[config.mk]
export PLATFORM = sky130hd
export DESIGN_NAME = ram_arbiter
export DESIGN_NICKNAME = d
export VERILOG_FILES = /design/src/rtl/ram_arbiter.sv
export SDC_FILE = /design/constraint.sdc
export NUM_CORES = 1
export LEC_CHECK = 0
export BUFFER_PORTS_ARGS = -buffer_cell sky130_fd_sc_hd__buf_2
export CAP_MARGIN = 20
export CORE_AREA = 2 2 89 91
export DETAILED_ROUTE_END_ITERATION = 10
export DIE_AREA = 0 0 91 93
export PLACE_DENSITY = 0.57
export SETUP_SLACK_MARGIN = 0.4
export SLEW_MARGIN = 20
export SYNTH_ARGS = -nofsm -noshare
export SYNTH_HDL_FRONTEND = slang
export SYNTH_SLANG_ARGS = --single-unit
[constraint.sdc]
create_clock -name clk -period 1.2 [get_ports clk]
set_input_delay 0.3 -clock clk [delete_from_list [all_inputs] [get_ports clk]]
set_output_delay 0.3 -clock clk [all_outputs]
set_load 0.03 [all_outputs]
[src/rtl/ram_arbiter.sv]
// ram_arbiter: two-port (instruction fetch / load-store) arbiter in front of a
// single-ported synchronous RAM with one-cycle registered read data.
// Optional feature: define RAM_ARB_ROUND_ROBIN_EN to make contention alternate
// between the ports; otherwise the data port always wins over the instr port.
module ram_arbiter #(
   parameter int ADDR_WIDTH = 16,
   parameter int DATA_WIDTH = 32
) (
   input  logic                  clk,
   input  logic                  rst,
   // instruction fetch port
   input  logic                  instr_req_i,
   input  logic [31:0]           instr_addr_i,
   output logic                  instr_gnt_o,
   output logic                  instr_rvalid_o,
   // load/store port
   input  logic                  data_req_i,
   input  logic                  data_we_i,
   input  logic [3:0]            data_be_i,
   input  logic [31:0]           data_addr_i,
   input  logic [DATA_WIDTH-1:0] data_wdata_i,
   output logic                  data_gnt_o,
   output logic                  data_rvalid_o,
   // shared read data
   output logic [DATA_WIDTH-1:0] rdata_o,
   // RAM side
   output logic                  ram_en_o,
   output logic                  ram_we_o,
   output logic [ADDR_WIDTH-1:0] ram_addr_o,
   output logic [3:0]            ram_be_o,
   output logic [DATA_WIDTH-1:0] ram_wdata_o,
   input  logic [DATA_WIDTH-1:0] ram_rdata_i
);

   // The byte-enable and port widths assume 32-bit words; refuse anything else.
   generate
      if (DATA_WIDTH != 32) begin : g_bad_width
         $error("ram_arbiter: DATA_WIDTH must be 32");
      end
   endgenerate

   // Upper address bits beyond the RAM size are dropped so accesses wrap.
   generate
      if (ADDR_WIDTH < 32) begin : g_addr_unused
         logic unused_addr_hi;
         assign unused_addr_hi = ^{instr_addr_i[31:ADDR_WIDTH], data_addr_i[31:ADDR_WIDTH]};
      end
   endgenerate

   // Who owns the read data returning next cycle.
   typedef enum logic [1:0] {
      OWN_NONE  = 2'd0,
      OWN_INSTR = 2'd1,
      OWN_DATA  = 2'd2
   } owner_e;

   owner_e owner_q, owner_d;
   logic   data_wins;

`ifdef RAM_ARB_ROUND_ROBIN_EN
   // 1 = data port won the most recent grant; reset value means "instr".
   logic last_data_q;

   // Under contention the port that did not win last time goes first.
   always_comb begin
      data_wins = data_req_i && (!instr_req_i || !last_data_q);
   end

   // Remember the last winner; only a real grant moves it.
   always_ff @(posedge clk or posedge rst) begin
      if (rst)
         last_data_q <= 1'b0;
      else if (owner_d == OWN_DATA)
         last_data_q <= 1'b1;
      else if (owner_d == OWN_INSTR)
         last_data_q <= 1'b0;
   end
`else
   // Fixed priority: a load/store request always beats a fetch.
   always_comb begin
      data_wins = data_req_i;
   end
`endif

   // Grant selection and RAM request mux; no grant at all while in reset.
   always_comb begin
      instr_gnt_o = 1'b0;
      data_gnt_o  = 1'b0;
      ram_en_o    = 1'b0;
      ram_we_o    = 1'b0;
      ram_addr_o  = instr_addr_i[ADDR_WIDTH-1:0];
      ram_be_o    = 4'hF;
      ram_wdata_o = data_wdata_i;
      owner_d     = OWN_NONE;
      if (!rst) begin
         if (data_wins) begin
            data_gnt_o = 1'b1;
            ram_en_o   = 1'b1;
            ram_we_o   = data_we_i;
            ram_addr_o = data_addr_i[ADDR_WIDTH-1:0];
            ram_be_o   = data_be_i;
            owner_d    = OWN_DATA;
         end else if (instr_req_i) begin
            instr_gnt_o = 1'b1;
            ram_en_o    = 1'b1;
            ram_addr_o  = instr_addr_i[ADDR_WIDTH-1:0];
            owner_d     = OWN_INSTR;
         end
      end
   end

   // Owner flag: async reset discards any response still in flight.
   always_ff @(posedge clk or posedge rst) begin
      if (rst)
         owner_q <= OWN_NONE;
      else
         owner_q <= owner_d;
   end

   // Response side: one rvalid pulse per grant, data straight from the RAM.
   always_comb begin
      instr_rvalid_o = (owner_q == OWN_INSTR);
      data_rvalid_o  = (owner_q == OWN_DATA);
      rdata_o        = ram_rdata_i;
   end

endmodule

* Word-level counts from Yosys, hierarchy flattened
Cells that the tools add are included.
Word-level totals: bits in registers 2, input bits 137, output and inout bits 90, word-level logic and storage cells 19
Cells by class: equal/unequal tests 2, multiplexer cells 16
Operator list (count):
- $mux 16 | 2
- $mux 1 | 10
- $mux 4 | 2
- $mux 2 | 2
- $eq 2x1->1 const B | 1
- $eq 2x2->1 const B | 1

* Longest topological paths before layout
Gate-level depths: netlist of the first run.
depth in word-level cells 3, mapped depth 3, gate-level depth less buffers 2

* Worst setup path before layout of the first run
No wires, ideal clock.
path kind in2out, start point input data_req_i, end point output instr_gnt_o, arrival 1.079 ns, required time 0.900 ns, slack -0.179 ns, cell stages on the path 1, path buffers 0, path through nor3b_1
On the way: word-level cells in the longest chain between the ends 2
Ends and longest elaborated chain:
- start, declared | line 17 | input logic data_req_i,
- $mux 1 | line 96 | if (data_wins) begin
- $mux 1 | line 95 | if (!rst) begin
- end, declared | line 14 | output logic instr_gnt_o,
No other way between the ends.

* Worst setup path after layout of the first run
start point input rst, end point output ram_addr_o[4]
On the way: word-level cells in the longest chain between the ends 1
Ends and longest elaborated chain:
- start, declared | line 10 | input logic rst,
- $mux 16 | line 95
- end, declared | line 29 | output logic [ADDR_WIDTH-1:0] ram_addr_o,
No other way between the ends.

==> results.cfg, run 1 <==
[cells_and_area]
largest_register_ffs = 2
area_growth_pct = 47.3
final_area_sq_um = 1270
mostFrequentLayoutCell = buf_2
final_layout_size_suffix_gt1_frac = 0.972
top_register = owner_q
diodes = 0
fin_util = 0.169
finalNetCount = 248
multi_input_area_sq_um = 387
n_fill_cell = 870
top_regs = owner_q (2)
finalNonFillerCells = 211
final_cell_mix = buf_2, buf_6, mux2_4
seq_area_sq_um = 50.0

[floorplan]
start_util = 0.115
rows = 32
coreArea_sq_um = 7530
dieWidth_microns = 91
die-area_sq_um = 8460
io_pins = 227
die_h_microns = 93

[synthesis]
synth_cell_types = 13
yosysSeqAreaShare = 0.0578
yosysWarnings = 0
syn_area_sq_um = 866
syn_nets = 233
synthCells = 96
ys_ff_latch = 2
avgSynthCellArea_sq_um = 9.02

[critical_path]
required_ns = 0.90
crit_fanout = 8
critPathKind = in -> out
worstPathArrival_ns = 1.25
cp-start-kind = input pin
cp-end-kind = primary output

[routing]
vias_per_cell = 2.87
drt_wl_total_microns = 2150
dr.pass1.iters = 2
wl_per_cell_microns = 10.2
ant_nets = 0
drtIter0Drc = 8
drc = 0
vias = 606

[cts]
clk_pin_slew_ns = 0.03
cts_hold_buf = 0
h-tree-depth = 1
cts_buffers = 3
cts_root_buf = clkbuf_8
clockBufferDepth = 2
cts_tree = yes
clock-sinks = 2

[grt]
grt_pass1_vias = 674
grt_use_met2 = 0.0809
grt_max_degree = 9
antenna_found_initial = 0
grt_util_met1 = 0.0469
globalRoute.totalOverflow = 0
use_met3 = 0.0161
grt_usage = 0.0464
grt.busiest_layer = met2
grt_pass1_wl_microns = 3190

[placement]
placed_cells = 205
preCtsSetupSlack_ns = -0.362
portBuffers = 66
placed_cell_area_sq_um = 952
globalplace.congestion = 0.575
dp_hpwl_microns = 1520

[run]
drv_cap = 0

[timing]
fin_ws_ns = -0.351
finalSetupViolations = 23
period_needed_ns = 1.55
worstMarginPinSlew_ns = 0.177
final_max_slew_viol_count = 0
rsz0062_at_grt = yes
max_slew_margin = 0.882
period_share = 1.29
hold_viol = 0
fmax_mhz = 645

[pwr]
leakagePower_nw = 0.631
power.density_nw_per_um2 = 672
p_total_mw = 0.857
irDropWorstVdd_mv = 0.185

[hold_path]
hp-class = in -> async

[run_status]
status = finished, violations left
violations = setup timing
-- routing by layer --
| metal | vias up | share of wire |
|---|---|---|
| li1 | 267 | - |
| met1 | 285 | 0.33 |
| met2 | 42 | 0.55 |
| met3 | 12 | 0.098 |
| met4 | 0 | 0.023 |
| met5 | - | 0 |
-- cell type report --
class,count,area share
tap,102,0.100
multi-input combinational,27,0.303
clock buffer,3,0.0324
sequential,2,0.0393
inverter,1,0.00294
timing repair buffer,76,0.522
-- cells in the mapped netlist --
cell type / instances / area share
nor2_1: 2 / 0.0087
buf_8: 1 / 0.017
mux2_4: 14 / 0.24
mux2_2: 2 / 0.026
buf_6: 1 / 0.013
buf_4: 64 / 0.55
dfrtp_1: 2 / 0.058
and2_1: 1 / 0.0072
nor2b_1: 2 / 0.014
inv_1: 1 / 0.0043
nor2b_4: 1 / 0.016
nand2b_1: 4 / 0.029
nor3b_1: 1 / 0.0087
-- critical path, cell delays in order --
cell and delay [ns]:
buf_8 0.10, nor2b_4 0.15, buf_12 0.12, buf_12 0.13
mux2_4 0.31, buf_6 0.14
-- kinds of logic (layout without fill, tap and decap cells) --
| logic type | count (synthesis) | after routing | synth area share |
|---|---|---|---|
| buffers and inverters | 67 | 80 | 0.590 |
| AND/OR/NAND/NOR | 11 | 11 | 0.0838 |
| flip-flops | 2 | 2 | 0.0578 |
| multiplexers | 16 | 16 | 0.269 |
-- repair_timing --
item,CTS,global route
endpoints found under the setup margin,26,26
cloned,1,0
pin swaps,2,0
buffers inserted,2,0
resized for setup,66,1
-- power by group --
part	switching [mW]	total [mW]	internal (mW)
Sequential	0.00318	0.0742	0.0711
Combinational	0.230	0.522	0.291
Clock	0.0489	0.261	0.212
Total	0.282	0.857	0.574
-- metrics by stage --
stage	hold WS [ns]	setup TNS, ns
after detailed placement	0.339	-7.12
after global routing	0.104	-7.91
final	0.0949	-7.15
after global placement	0.335	-7.05
after CTS	0.0903	-7.11
after floorplan	0.0412	-1.80
-- path summary, 6_finish.rpt --
kind                       startpoint            end
max in group asynchronous         rst     owner_q[1]
setup / recovery                  rst  ram_addr_o[4]
min in group clk           data_req_i     owner_q[0]
hold / removal                    rst     owner_q[0]
(Power assumes the default switching activity.)
==> run 2: changes to the inputs <==
--- a/config.mk
+++ b/config.mk
@@ -8,9 +8,9 @@
 export BUFFER_PORTS_ARGS = -buffer_cell sky130_fd_sc_hd__buf_2
 export CAP_MARGIN = 20
 export CORE_AREA = 2 2 89 91
+export CTS_BUF_LIST = sky130_fd_sc_hd__clkbuf_8 sky130_fd_sc_hd__clkbuf_16
 export DETAILED_ROUTE_END_ITERATION = 10
 export DIE_AREA = 0 0 91 93
-export PLACE_DENSITY = 0.57
 export SETUP_SLACK_MARGIN = 0.4
 export SLEW_MARGIN = 20
 export SYNTH_ARGS = -nofsm -noshare
==> results.cfg, run 2 (synthesis results as in run 1) <==
[cells_and_area]
n_fill_cell = 875
largest_register_ffs = 2
final_layout_size_suffix_gt1_frac = 0.972
diodes = 0
top_regs = owner_q (2)
seq_area_sq_um = 50.0
finalNetCount = 245
area_growth_pct = 39.5
fin_util = 0.160
multi_input_area_sq_um = 387
top_register = owner_q
mostFrequentLayoutCell = buf_2
final_cell_mix = buf_2, buf_6, mux2_4
finalNonFillerCells = 208

[timing]
max_slew_margin = 0.885
period_needed_ns = 1.47
rsz0062_at_grt = yes
hold_viol = 0
fin_ws_ns = -0.272
fmax_mhz = 679
period_share = 1.23
final_max_slew_viol_count = 0
worstMarginPinSlew_ns = 0.172
finalSetupViolations = 23
fin_tns_setup_ns = -5.14

[grt]
grt_pass1_vias = 596
grt_max_degree = 13
grt_usage = 0.0418
globalRoute.totalOverflow = 0
grt_pass1_wl_microns = 2840
antenna_found_initial = 0

[run_status]
violations = setup timing
status = finished, violations left

[floorplan]
start_util = 0.115
dieWidth_microns = 91
die-area_sq_um = 8460
io_pins = 227
rows = 32
coreArea_sq_um = 7530
die_h_microns = 93

[placement]
dp_hpwl_microns = 1550
portBuffers = 66
placed_cells = 204
globalplace.congestion = 0.604

[routing]
drt_wl_total_microns = 2010
dr.pass1.iters = 3
wl_per_cell_microns = 9.68
ant_nets = 0
drtIter0Drc = 10
drc = 0
vias = 584
vias_per_cell = 2.81

[critical_path]
required_ns = 0.90
critPathKind = in -> out
cp-end-kind = primary output
worstPathArrival_ns = 1.17
cp-start-kind = input pin
crit_fanout = 12

[cts]
clk_pin_slew_ns = 0.03
clock-sinks = 2
h-tree-depth = 1
cts_root_buf = clkbuf_8
cts_tree = yes
clockBufferDepth = 2
cts_buffers = 3
cts_hold_buf = 0

[pwr]
leakagePower_nw = 0.601
irDropWorstVdd_mv = 0.153
p_total_mw = 0.826
power.density_nw_per_um2 = 684

[run]
drv_cap = 0

[hold_path]
hp-class = in -> async
[run 2: cell types whose count changed in the layout (fill, tap and decap cells not counted), sizes merged]
cell  delta
buf      -3
[run 2: worst max-delay path, stage by stage]
cell and delay (ns):
buf_8 0.10, nor2b_4 0.14, buf_12 0.17, mux2_4 0.31, buf_6 0.14
[run 2: path summary, 6_finish.rpt]
| check | depth (start not counted) | startpoint | end |
|---|---|---|---|
| hold / removal | 3 | rst | owner_q[0] |
| setup / recovery | 5 | rst | ram_addr_o[2] |
| max in group asynchronous | 3 | rst | owner_q[1] |
| min in group clk | 3 | rst | owner_q[1] |
[run 2: per-stage QoR]
| step | hold slack, ns | worst slack (ns) | area [sq um] |
|---|---|---|---|
| finish | 0.0936 | -0.272 | 1210 |
| detailed placement | 0.340 | -0.349 | 932 |
| global route | 0.0946 | -0.312 | 1210 |
| global placement | 0.337 | -0.344 | 932 |
| CTS | 0.0903 | -0.285 | 1190 |
| floorplan | 0.0412 | -0.125 | 920 |
[run 2: cell type report]
cell class              instances  share of cell area
clock buffers                   3              0.0342
inverters                       1             0.00311
multi-input cells              27               0.320
flip-flops and latches          2              0.0415
well taps                     102               0.106
repair buffers                 73               0.495
[run 2: power breakdown]
part	internal (mW)	leakage, nW	total (mW)	switching (mW)
clock	0.212	0.0216	0.260	0.0479
combinational	0.270	0.553	0.492	0.223
sequential	0.0711	0.0263	0.0741	0.00307
[run 2: repair_timing]
| item | 4_1_cts | 5_1_grt |
|---|---|---|
| setup endpoints to repair | 26 | 26 |
| buffers inserted | 0 | 1 |
| pin swaps | 2 | 1 |
| gates resized for setup | 63 | 2 |
| gates cloned | 0 | 0 |
[run 2: routing by layer]
| layer | track usage | part of all wire | vias to the layer above |
|---|---|---|---|
| met5 | 0 | 0 | - |
| met3 | 0.0193 | 0.12 | 18 |
| met4 | 0.0290 | 0.035 | 0 |
| met2 | 0.0679 | 0.54 | 43 |
| li1 | - | - | 261 |
| met1 | 0.0430 | 0.30 | 262 |
